## config.mk

```make
export PLATFORM = sky130hd
export DESIGN_NAME = div_clk_tracker_flat
export DESIGN_NICKNAME = d
export VERILOG_FILES = /design/src/rtl/clk_track_pkg.sv /design/src/rtl/div_clk_tracker_if.sv /design/src/rtl/div_clk_tracker_sync_edge.sv /design/src/rtl/div_clk_tracker.sv /design/src/flat_wrapper.sv
export SDC_FILE = /design/constraint.sdc
export NUM_CORES = 1
export LEC_CHECK = 0
export ABC_AREA = 1
export BUFFER_PORTS_ARGS = -buffer_cell sky130_fd_sc_hd__buf_4
export CAP_MARGIN = 20
export CORE_MARGIN = 8
export CORE_UTILIZATION = 40
export CTS_CLUSTER_SIZE = 24
export DETAILED_ROUTE_END_ITERATION = 6
export RECOVER_POWER = 50
export SLEW_MARGIN = 20
export SYNTH_ARGS = -nofsm -noshare
export SYNTH_HDL_FRONTEND = slang
export SYNTH_SLANG_ARGS = --single-unit
```

## constraint.sdc

```tcl
create_clock -name clk -period 2 [get_ports clk]
set_clock_uncertainty 0.2 [all_clocks]
set_input_delay 0.2 -clock clk [delete_from_list [all_inputs] [get_ports clk]]
set_output_delay 0.2 -clock clk [all_outputs]
set_load 0.005 [all_outputs]
```

## src/rtl/clk_track_pkg.sv

```systemverilog
// Shared types and width helpers for the divided-clock tracker.
package clk_track_pkg;

    typedef enum logic [1:0] {
        UNLOCKED = 2'd0,
        ACQUIRE  = 2'd1,
        LOCKED   = 2'd2
    } track_state_e;

    localparam int unsigned ERR_W  = 8;
    localparam int unsigned GOOD_W = 4;

    function automatic int unsigned cnt_width(input int unsigned div);
        return $clog2(2 * div);
    endfunction

    function automatic int unsigned phase_width(input int unsigned div);
        return $clog2(div);
    endfunction

endpackage

```

## src/rtl/div_clk_tracker_if.sv

```systemverilog
// Slow-clock input and tracker status bundle; master drives slow_in, slave is the tracker.
interface div_clk_tracker_if #(parameter int unsigned DIV = 8);
    import clk_track_pkg::*;

    localparam int unsigned PW = phase_width(DIV);

    logic             slow_in;
    logic             rise_pulse;
    logic             fall_pulse;
    logic             locked;
    logic [PW-1:0]    phase;
    logic             period_err;
    logic [ERR_W-1:0] err_count;

    modport master (
        output slow_in,
        input  rise_pulse, fall_pulse, locked, phase, period_err, err_count
    );

    modport slave (
        input  slow_in,
        output rise_pulse, fall_pulse, locked, phase, period_err, err_count
    );

endinterface

```

## src/rtl/div_clk_tracker_sync_edge.sv

```systemverilog
// Three-flop synchroniser with edge detect and registered rise/fall strobes.
module sync_edge (
    input  logic clk,
    input  logic reset,
    input  logic din,
    output logic rise_c,
    output logic rise_pulse,
    output logic fall_pulse
);

    logic       s1, s2, s3;
    logic [1:0] fill;
    logic       armed;
    logic       fall_c;

    // Reset zeros in s2/s3 are not real samples: strobes stay off until a genuine low reaches s3.
    assign rise_c = armed & s2 & ~s3;
    assign fall_c = armed & ~s2 & s3;

    always_ff @(posedge clk or posedge reset) begin
        if (reset) begin
            s1         <= 1'b0;
            s2         <= 1'b0;
            s3         <= 1'b0;
            fill       <= 2'b00;
            armed      <= 1'b0;
            rise_pulse <= 1'b0;
            fall_pulse <= 1'b0;
        end else begin
            s1         <= din;
            s2         <= s1;
            s3         <= s2;
            fill       <= {fill[0], 1'b1};
            armed      <= armed | (fill[1] & ~s2);
            rise_pulse <= rise_c;
            fall_pulse <= fall_c;
        end
    end

endmodule

```

## src/rtl/div_clk_tracker.sv

```systemverilog
// Tracks a divided slow clock in the fast domain: strobes, period check, lock FSM, phase.
module div_clk_tracker
    import clk_track_pkg::*;
#(
    parameter int unsigned DIV        = 8,
    parameter int unsigned LOCK_COUNT = 4
) (
    input  logic             clk,
    input  logic             reset,
    div_clk_tracker_if.slave bus
);

    localparam int unsigned     CW      = cnt_width(DIV);
    localparam int unsigned     PW      = phase_width(DIV);
    localparam int unsigned     PERW    = CW + 1;
    localparam logic [CW-1:0]   CNT_MAX = CW'(2 * DIV - 1);

    logic             rise_det_c;
    logic             rise_pulse_q;
    logic             fall_pulse_q;

    logic [CW-1:0]    cnt;
    logic [CW-1:0]    cnt_next_c;
    logic [PERW-1:0]  period_c;
    logic             period_ok_c;
    logic             timeout_c;

    track_state_e     state;
    track_state_e     state_next_c;
    logic [GOOD_W-1:0] good;
    logic [GOOD_W-1:0] good_next_c;
    logic             err_c;

    logic             locked_q;
    logic [PW-1:0]    phase_q;
    logic             period_err_q;
    logic [ERR_W-1:0] err_count_q;

    sync_edge u_sync (
        .clk        (clk),
        .reset      (reset),
        .din        (bus.slow_in),
        .rise_c     (rise_det_c),
        .rise_pulse (rise_pulse_q),
        .fall_pulse (fall_pulse_q)
    );

    // Period counter restarts on each rise and parks at its maximum.
    always_comb begin
        cnt_next_c = cnt;
        if (rise_det_c) begin
            cnt_next_c = '0;
        end else if (cnt != CNT_MAX) begin
            cnt_next_c = cnt + CW'(1);
        end
    end

    assign period_c    = PERW'(cnt) + PERW'(1);
    assign period_ok_c = (period_c == PERW'(DIV));
    assign timeout_c   = (cnt == CNT_MAX) && !rise_det_c;

    // Lock FSM next state; a rise coincident with saturation is a bad period, not a timeout.
    always_comb begin
        state_next_c = state;
        good_next_c  = good;
        err_c        = 1'b0;
        unique case (state)
            UNLOCKED: begin
                if (rise_det_c) begin
                    state_next_c = ACQUIRE;
                    good_next_c  = '0;
                end
            end
            ACQUIRE: begin
                if (rise_det_c) begin
                    if (period_ok_c) begin
                        if (good == GOOD_W'(LOCK_COUNT - 1)) begin
                            state_next_c = LOCKED;
                            good_next_c  = '0;
                        end else begin
                            good_next_c = good + GOOD_W'(1);
                        end
                    end else begin
                        good_next_c = '0;
                        err_c       = 1'b1;
                    end
                end else if (timeout_c) begin
                    state_next_c = UNLOCKED;
                    good_next_c  = '0;
                    err_c        = 1'b1;
                end
            end
            LOCKED: begin
                if (rise_det_c) begin
                    if (!period_ok_c) begin
                        state_next_c = ACQUIRE;
                        good_next_c  = '0;
                        err_c        = 1'b1;
                    end
                end else if (timeout_c) begin
                    state_next_c = UNLOCKED;
                    good_next_c  = '0;
                    err_c        = 1'b1;
                end
            end
            default: begin
                state_next_c = UNLOCKED;
                good_next_c  = '0;
            end
        endcase
    end

    always_ff @(posedge clk or posedge reset) begin
        if (reset) begin
            state        <= UNLOCKED;
            good         <= '0;
            cnt          <= '0;
            locked_q     <= 1'b0;
            phase_q      <= '0;
            period_err_q <= 1'b0;
            err_count_q  <= '0;
        end else begin
            state        <= state_next_c;
            good         <= good_next_c;
            cnt          <= cnt_next_c;
            locked_q     <= (state_next_c == LOCKED);
            phase_q      <= (state_next_c == LOCKED) ? cnt_next_c[PW-1:0] : '0;
            period_err_q <= err_c;
            if (err_c && (err_count_q != '1)) begin
                err_count_q <= err_count_q + ERR_W'(1);
            end
        end
    end

    assign bus.rise_pulse = rise_pulse_q;
    assign bus.fall_pulse = fall_pulse_q;
    assign bus.locked     = locked_q;
    assign bus.phase      = phase_q;
    assign bus.period_err = period_err_q;
    assign bus.err_count  = err_count_q;

endmodule

```

## src/flat_wrapper.sv

```systemverilog
// flat-port wrapper written by rule: the top's interface ports become plain ports
module div_clk_tracker_flat import clk_track_pkg::*;
#(
    parameter int unsigned DIV        = 8,
    parameter int unsigned LOCK_COUNT = 4
)
  (clk, reset, bus_slow_in, bus_rise_pulse, bus_fall_pulse, bus_locked, bus_phase, bus_period_err, bus_err_count);
  div_clk_tracker_if #(.DIV(DIV)) bus_i ();
  input  logic clk;
  input  logic reset;
  input wire logic [$bits(bus_i.slow_in)-1:0] bus_slow_in;
  output wire logic [$bits(bus_i.rise_pulse)-1:0] bus_rise_pulse;
  output wire logic [$bits(bus_i.fall_pulse)-1:0] bus_fall_pulse;
  output wire logic [$bits(bus_i.locked)-1:0] bus_locked;
  output wire logic [$bits(bus_i.phase)-1:0] bus_phase;
  output wire logic [$bits(bus_i.period_err)-1:0] bus_period_err;
  output wire logic [$bits(bus_i.err_count)-1:0] bus_err_count;
  assign bus_i.slow_in = bus_slow_in;
  assign bus_rise_pulse = bus_i.rise_pulse;
  assign bus_fall_pulse = bus_i.fall_pulse;
  assign bus_locked = bus_i.locked;
  assign bus_phase = bus_i.phase;
  assign bus_period_err = bus_i.period_err;
  assign bus_err_count = bus_i.err_count;
  div_clk_tracker #(.DIV(DIV), .LOCK_COUNT(LOCK_COUNT)) u_core (.clk(clk), .reset(reset), .bus(bus_i));
endmodule
```

==> metrics.txt, run 1 <==
status=completed; Min Clock Period, post-route=1870 ps; Final Max Slew Viols=0; Pre-antenna DRT Iters=4; synth unique cells=29; Top FF cell, synth=dfrtp_1; Setup CP Type=flop to flop; H-tree Lvls=2; period utilisation layout=93.3%; Post-Syn Area per Cell=9.00 sq um; placed cells=255; Port Buf Inserts=17; maxcap violations=0; WP data required=1960 ps; synthesized area=1670 sq um; share of cells above drive strength 1=26.9%; Worst Path Max Fanout=6; # DRC=0; GRT overflow=0; slowest stage delay, CP=380 ps; number of flops mapped to enable cells by yosys=0; DIE HEIGHT=80.5 um; Worst EP arrival=approximately 1800 ps; top post-synthesis cells by area=dfrtp_1, nand2_1, ha_1; GRT Total Usage=roughly 11%; ys async rst share=100%; global-route wire length before repair=5510 um; area grow syn2layout=22.1%; Post-synth top cells=nand2_1, dfrtp_1, inv_1; Starting Density=41.6%; setup bufs post-CTS=0; cells along the critical path=ha_1 > nand2_2 > inv_2 > nor2_4 > nor2_8 > nand2_4 > nand2_4 > nand2_2 > nand3_4 > nand2_1 > o21ai_2; area of the core=4000 sq um; CP max-delay cell=dfrtp_1; Worst-Margin Slew=756 ps; Post-layout nets=226; Hold Vio Cnt, Final=0; most frequent cell after synthesis=nand2_1; CTS Root Cell=clkbuf_8; CTS Buf Count=5; largest net degree at the start of global routing=32; Reg clk slew, reported paths=~70 ps; gp weighted congestion=0.776; Post-Syn Instances=between 150 and 200; share of the synthesized area in the top cell type=between 40 and 50%; Net Count, Synth=196; Final Setup Violations=0; CTS sink cnt=31; CTS tree=yes; Yosys warning total=0; PD cells=1060 nW/um^2; type of origin of the critical path=flop; top cell type by total area after synthesis=dfrtp_1; Die X=80.5 um; Max Clk Rate=536 MHz; Slew headroom=49.6%; Static Leak=1.03 nW; Peak VDD IR=0.000519 V; fill cell count=374; clock tree buffer depth=2; Diodes inserted=0; RSZ-0062 raised after global routing=true; initial DRC count=54; vias post-DR=1,276; number of routed nets with antenna violations=0; Detail Placement HPWL=roughly 2300 um; clk_lat worst skew=roughly 280 ps; Detailed Route WL=3230 um; number of synthesized register bits=31; vias in the first global route=1,237; vias per cell=4.80; Hold Path Class=flop to flop; row count=23; Hold Slack=149 ps; post-synthesis sequential area ratio=46.6%; antenna violations before repair=0; Power Total=2.15 mW; # IOs=18; die footprint=6480 sq um; post-DR wirelength/cell=between 10 and 15 um; Finished Layout Cells=266; crit path capture type=flop
cells in the final DEF, fill, tap and decap left out, types with 6 or more instances in the layout:
cell type  count
dfrtp_1       31
nor2_1        15
ha_1           8
nand2_1       38
clkbuf_8       6
inv_1         19
nand3_1       17
buf_4         19
logic make-up (layout without fill, tap and decap cells):
logic type	count (synthesis)	count (layout)	share of synthesized area, %
and+or+nand+nor	96	97	29.8
DFF	31	31	46.6
buffers and inverters	25	55	6.54
AOI/OAI and AO/OA	15	15	6.09
xor gates and xnor gates	9	9	4.73
adders and majority gates	8	8	6.01
other	1	1	0.225
layer usage:
layer  vias up  part of all wire, %  track usage, %
li1        654                    -               -
met1       597                   48            13.6
met2        20                   46            16.0
met3         5                  4.8            3.46
met4         0                  1.2            4.91
met5         -                    0               0
sequential cells by signal, indices dropped and copies added (netlist names):
name / flops
u_core.u_sync.rise_pulse: 1
u_core.bus.locked: 1
u_core.u_sync.fall_pulse: 1
u_core.u_sync.armed: 1
u_core.cnt: 4
u_core.u_sync.s1: 1
u_core.u_sync.s2: 1
u_core.bus.phase: 3
u_core.state: 2
u_core.good: 4
u_core.bus.err_count: 8
u_core.u_sync.fill: 2
u_core.bus.period_err: 1
u_core.u_sync.s3: 1
through the flow:
| stage | instance area, sq um | utilization [%] | setup TNS, ps | setup WS [ps] |
|---|---|---|---|---|
| floorplan | 1670 | - | 0 | 167 |
| finish | 2030 | 50.8 | 0 | 134 |
| global route | 2030 | 50.8 | -7.31 | -7.31 |
| detailed placement | 1870 | 46.8 | 0 | 81.2 |
| global placement | 1870 | 46.8 | 0 | 115 |
| CTS | 2010 | 50.2 | 0 | 66.4 |
critical path, delay by kind of cell, from the launching register on:
family	cells	cell delay, ps
flip-flops	1	380
adder cells (fa/ha/maj)	1	220
AND/OR/NAND/NOR	8	820
AO/OA/AOI/OAI	1	70
buffers and inverters	1	50
area by class of cell:
class | count | area (sq um) | area share [%]
sequential | 31 | 776 | 38.2
inverter | 23 | 86.3 | 4.25
multi-input combinational | 130 | 808 | 39.8
clock inverter | 2 | 35.0 | 1.72
tap | 50 | 62.6 | 3.08
timing repair buffer | 24 | 183 | 8.98
clock buffer | 6 | 82.6 | 4.06
power by group:
group | internal (mW) | leakage (nW) | total, mW | switching (mW)
clock network | 0.403 | 0.0612 | 0.633 | 0.230
registers | 0.718 | 0.402 | 0.806 | 0.0882
logic | 0.280 | 0.569 | 0.714 | 0.434
path summary, 6_finish.rpt:
path / startpoint / endpoint / slack, ps / depth (start not counted)
min in group asynchronous: reset / u_core.bus.err_count[0] / 480 / 4
worst min-delay path: u_core.u_sync.s1 / u_core.u_sync.s2 / 150 / 0
worst min register to register: u_core.u_sync.s1 / u_core.u_sync.s2 / 150 / 0
max in group asynchronous: reset / u_core.state[1] / 630 / 4
worst max-delay path: u_core.cnt[0] / u_core.bus.err_count[5] / 130 / 11
worst max register to register: u_core.cnt[0] / u_core.bus.err_count[5] / 130 / 11
timing repair:
item,in CTS,in global routing
hold endpoints to repair,32,0
resized for setup,0,3
hold buffers,2,0
endpoints found under the setup margin,0,9
Note: power is estimated with default switching activity, not from simulation.
==> inputs of run 2 (changes only) <==
clock period = 2.4 ns   (was 2 ns; I/O delays follow)
==> metrics.txt, run 2 (synthesized netlist as in run 1, its figures left out) <==
Starting Density=41.6% (unchanged); clk_lat worst skew=280 ps (about the same); vias post-DR=1,211 (was 1,276); # DRC=0 (unchanged); slowest stage delay, CP=430 ps (was 380 ps); period utilisation layout=83.0% (was 93.3%); cell internal pwr=1.01 mW (was 1.40 mW); vias per cell=4.64 (was 4.80); share of cells above drive strength 1=24.2% (was 26.9%); most frequent cells in the layout=nand2_1, dfrtp_1, inv_1 (was nand2_1, dfrtp_1, inv_1, buf_4, nand3_1); CTS Buf Count=5 (unchanged); met3 Use GR=4.13% (was 3.46%); CTS Root Cell=clkbuf_8 (unchanged); status=completed (unchanged); CP max-delay cell=dfrtp_1 (unchanged); switching power of the nets=618 uW (was 753 uW); worst hold start=u_core.u_sync.s1 (unchanged); CTS tree=yes (unchanged); Die X=80.5 um (unchanged); RSZ-0062 raised after global routing=false (was true); hold_buf cts=2 (unchanged); H-tree Lvls=2 (unchanged); fill cell count=386 (was 374); number of routed nets with antenna violations=0 (unchanged); maxcap violations=0 (unchanged); Post-Place Cell Area=1840 sq um (was 1870 sq um); Power Total=1.63 mW (was 2.15 mW); Final Setup Violations=0 (unchanged); combinational power share=33.9% (was 33.2%); Worst EP arrival=1960 ps (was 1830 ps); reg-to-reg startpoint=u_core.cnt[0] (unchanged); Detail Placement HPWL=2290 um (was 2260 um); antenna violations before repair=0 (unchanged); reg-to-reg slack, setup=410 ps (was 130 ps); TNS Setup=0 ps (unchanged); Pre-antenna DRT Iters=4 (unchanged); Port Buf Inserts=17 (unchanged); area of the multi-input gates=781 sq um (was 808 sq um); commonest non-fill, non-tap cell in the layout=nand2_1 (unchanged); CTS sink cnt=31 (unchanged); sequential share of power=42.0% (was 37.4%); Max Clk Rate=502 MHz (was 536 MHz); final instance area=1940 sq um (was 2030 sq um); largest net degree at the start of global routing=32 (unchanged); Crit path buffers/inverters=1 (unchanged); setup bufs post-CTS=0 (unchanged); PD cells=839 nW/um^2 (was 1060 nW/um^2); area of the core=4000 sq um (unchanged); crit path capture type=flop (unchanged); met1 GRT Util=13.3% (was 13.6%); CP most frequent cell=nand2_4; row count=23 (unchanged); Static Leak=0.993 nW (was 1.03 nW); Final Max Slew Viols=0 (unchanged); Diodes inserted=0 (unchanged); Reg clk slew, reported paths=70 ps (about the same); GR Util met2=15.7% (was 16.0%); initial DRC count=83 (was 54); vias in the first global route=1,178 (was 1,237); gp weighted congestion=0.805 (was 0.776); Hold Path Class=flop to flop (unchanged); post-DR wirelength/cell=11.7 um (was 12.2 um); Post-CTS Resized=0 (unchanged); sequential cell area=776 sq um (unchanged); global-route wire length before repair=5440 um (was 5510 um); die footprint=6480 sq um (unchanged); Worst-Margin Slew=754 ps (was 756 ps); cells along the critical path=ha_1 > nand2_2 > inv_2 > nor2_4 > nor2_8 > nand2_4 > nand2_4 > nand2_1 > nand3_2 > xnor2_1 (was ha_1 > nand2_2 > inv_2 > nor2_4 > nor2_8 > nand2_4 > nand2_4 > nand2_2 > nand3_4 > nand2_1 > o21ai_2); GRT overflow=0 (unchanged); WP data required=2370 ps (was 1960 ps); GRT Total Usage=10.7% (about the same); Clk pwr share=24.1% (was 29.4%); Min Clock Period, post-route=1990 ps (was 1870 ps); Setup CP Type=flop to flop (unchanged); Post-layout nets=221 (was 226); Critical Path Source=u_core.cnt[0] (unchanged); Largest register FFs=8 (unchanged); Slew headroom=49.7% (was 49.6%); Worst path top cell family by delay=simple AND/OR/NAND/NOR gates (unchanged); type of origin of the critical path=flop (unchanged); Peak VDD IR=0.000379 V (was 0.000519 V); clock tree buffer depth=2 (unchanged); area grow syn2layout=16.4% (was 22.1%); Hold Vio Cnt, Final=0 (unchanged); Detailed Route WL=3050 um (was 3230 um); # IOs=18 (unchanged); Worst Path Max Fanout=11 (was 6); Sw Share=38.0% (was 35.0%); DIE HEIGHT=80.5 um (unchanged); global route hottest layer=met2 (unchanged)
==> run 2: worst paths after layout <==
check | end | cells past startpoint
hold reg to reg | u_core.u_sync.s2 | 0
setup reg to reg | u_core.bus.err_count[0] | 10
max in group asynchronous | u_core.good[1] | 4
min in group asynchronous | u_core.bus.err_count[0] | 4
setup / recovery | u_core.bus.err_count[0] | 10
hold / removal | u_core.u_sync.s2 | 0
==> run 2: cell type report <==
type	count	share of cell area (%)
multi-input combinational	129	40.3
clock buffer	5	3.55
clock inverter	3	0.775
timing repair buffer	20	7.68
tap	50	3.23
sequential	31	40.0
inverter	23	4.45
==> run 2: metrics by stage <==
stage / utilization [%] / hold slack [ps] / setup WS [ps] / instances
2_1_floorplan: - / 71.4 / 567 / 185
3_3_place_gp: 46.0 / 136 / 445 / 251
3_5_place_dp: 46.0 / 139 / 389 / 251
4_1_cts: 48.6 / 154 / 382 / 261
5_1_grt: 48.5 / 156 / 216 / 261
6_report: 48.5 / 150 / 409 / 261
==> run 2: worst register-to-register path, cell delays in order (launching register included) <==
cell and delay [ps]:
dfrtp_1 430, ha_1 240, nand2_2 120, inv_2 50, nor2_4 150, nor2_8 60
nand2_4 90, nand2_4 60, nand2_1 70, nand3_2 220, xnor2_1 200
==> run 2: power by group through the flow <==
stage / registers (mW) / logic [mW] / clock network [mW]
after floorplan: 0.680 / 0.423 / 0
after global placement: 0.691 / 0.552 / 0
after detailed placement: 0.690 / 0.559 / 0
after CTS: 0.683 / 0.562 / 0.406
after global routing: 0.700 / 0.625 / 0.430
final: 0.683 / 0.551 / 0.392
==> run 2: metal layers <==
layer	up-vias	part of all wire (%)
met2	16	45
met1	552	48
li1	638	-
met5	-	0
met4	0	1.6
met3	5	5.1
==> inputs of run 3 (changes only) <==
clock period = 1.8 ns   (was 2.4 ns; I/O delays follow)
==> metrics.txt, run 3 (synthesized netlist as in run 1, its figures left out) <==
Static Leak=1.13 nW (was 0.993 nW); cells along the critical path=ha_4 > nor2_4 > nor2_4 > nor2_8 > nand2_4 > buf_4 > nor3_2 > nand3_1 > nand2_1 > nand2_1 > nand2_1 (was ha_1 > nand2_2 > inv_2 > nor2_4 > nor2_8 > nand2_4 > nand2_4 > nand2_1 > nand3_2 > xnor2_1); Slew headroom=50.3% (was 49.7%); TNS Setup=0 ps (unchanged); Min Clock Period, post-route=1760 ps (was 1990 ps); vias post-DR=1,349 (was 1,211); most frequent cells in the layout=nand2_1, dfrtp_1, buf_4 (was nand2_1, dfrtp_1, inv_1); GRT Total Usage=11.4% (was 10.7%); Die X=80.5 um (unchanged); status=completed (unchanged); largest net degree at the start of global routing=32 (unchanged); final instance area=2270 sq um (was 1940 sq um); CTS tree=yes (unchanged); WP data required=1820 ps (was 2370 ps); Worst Path Max Fanout=4 (was 11); RSZ-0062 raised after global routing=true (was false); placed cells=262 (was 251); H-tree Lvls=2 (unchanged); die footprint=6480 sq um (unchanged); CTS sink cnt=31 (unchanged); Detailed Route WL=3400 um (was 3050 um); crit path capture type=flop (unchanged); area of the core=4000 sq um (unchanged); CP most frequent cell=nand2_1 (was nand2_4); row count=23 (unchanged); Peak VDD IR=0.000718 V (was 0.000379 V); antenna violations before repair=0 (unchanged); Post-layout nets=240 (was 221); gp weighted congestion=0.799 (was 0.805); Detail Placement HPWL=2330 um (was 2290 um); CTS Buf Count=5 (unchanged); Diodes inserted=0 (unchanged); global-route wire length before repair=5820 um (was 5440 um); Largest register FFs=8 (unchanged); Setup CP Type=flop to flop (unchanged); area grow syn2layout=36.3% (was 16.4%); Max Clk Rate=567 MHz (was 502 MHz); Final Max Slew Viols=0 (unchanged); vias in the first global route=1,296 (was 1,178); slowest stage delay, CP=420 ps (was 430 ps); vias per cell=4.82 (was 4.64); number of routed nets with antenna violations=0 (unchanged); Worst Setup Slack, final=36.7 ps (was 409 ps); Reg clk slew, reported paths=60 ps (was 70 ps); post-DR wirelength/cell=12.1 um (was 11.7 um); Worst-Margin Slew=746 ps (was 754 ps); Final Setup Violations=0 (unchanged); type of origin of the critical path=flop (unchanged); DIE HEIGHT=80.5 um (unchanged); Hold Path Class=flop to flop (unchanged); CP max-delay cell=dfrtp_1 (unchanged); clk_lat worst skew=280 ps (about the same); commonest non-fill, non-tap cell in the layout=nand2_1 (unchanged); fin util=56.7% (was 48.5%); Finished Layout Cells=280 (was 261); share of cells above drive strength 1=37.8% (was 24.2%); GRT overflow=0 (unchanged); Post-Place Cell Area=1930 sq um (was 1840 sq um); Setup WS pre-CTS=-71.2 ps (was 389 ps); Power Total=2.68 mW (was 1.63 mW); Starting Density=41.6% (unchanged); PD cells=1180 nW/um^2 (was 839 nW/um^2); # IOs=18 (unchanged); period utilisation layout=98.0% (was 83.0%); Pre-antenna DRT Iters=4 (unchanged); # DRC=0 (unchanged); Port Buf Inserts=17 (unchanged); initial DRC count=112 (was 83); Hold Slack=154 ps (was 150 ps); Hold Vio Cnt, Final=0 (unchanged); CTS Root Cell=clkbuf_8 (unchanged); clock tree buffer depth=2 (unchanged); Worst EP arrival=1780 ps (was 1960 ps); maxcap violations=0 (unchanged)
==> run 3: changes by cell type in the layout (fill, tap and decap cells not counted), moves of 3 or more <==
cell	change
nand2_4	+5
nand3_1	-3
buf_4	+16
buf_6	+3
nand2_1	-4
nor2_1	-5
nand3_4	+3
nor2_4	+3
==> run 3: worst max-delay path: cells and delay by family (launching register included) <==
family                     cells  cell delay [ps]
DFF                            1              420
adders and majority gates      1              190
buffers and inverters          1              150
and+or+nand+nor                9              740
==> run 3: final timing paths <==
kind / from / end / slack (ps) / depth (start not counted)
min: u_core.u_sync.fill[0] / u_core.u_sync.fill[1] / 150 / 0
max reg2reg: u_core.cnt[0] / u_core.good[0] / 40 / 11
max: u_core.cnt[0] / u_core.good[0] / 40 / 11
min in group asynchronous: reset / u_core.u_sync.s3 / 480 / 4
min reg2reg: u_core.u_sync.fill[0] / u_core.u_sync.fill[1] / 150 / 0
max in group asynchronous: reset / u_core.good[3] / 450 / 4
==> run 3: area by class of cell <==
type / instances / area, sq um
Timing Repair Buffer: 38 / 299
Multi-Input combinational cell: 130 / 926
Clock inverter: 2 / 35.0
Inverter: 23 / 88.8
Sequential cell: 31 / 776
Fill cell: 357 / 1730
Clock buffer: 6 / 82.6
Tap cell: 50 / 62.6
==> run 3: power by group <==
part | leakage (nW) | switching (mW) | internal [mW]
Clock | 0.0612 | 0.252 | 0.447
Sequential | 0.402 | 0.128 | 0.798
Combinational | 0.670 | 0.578 | 0.472
==> run 3: what timing repair did <==
item	in CTS	in global routing
hold buffers	2	0
pin swaps	1	8
endpoints found under the setup margin	12	17
cloned	1	0
hold endpoints to repair	32	0
gates resized for setup	5	27
setup buffers	0	7
==> run 3: routing by layer <==
| metal | part of all wire (%) | GRT usage [%] |
|---|---|---|
| met5 | 0 | 0 |
| met4 | 1.2 | 4.36 |
| met3 | 5.8 | 4.02 |
| met2 | 47 | 17.5 |
| met1 | 46 | 14.3 |
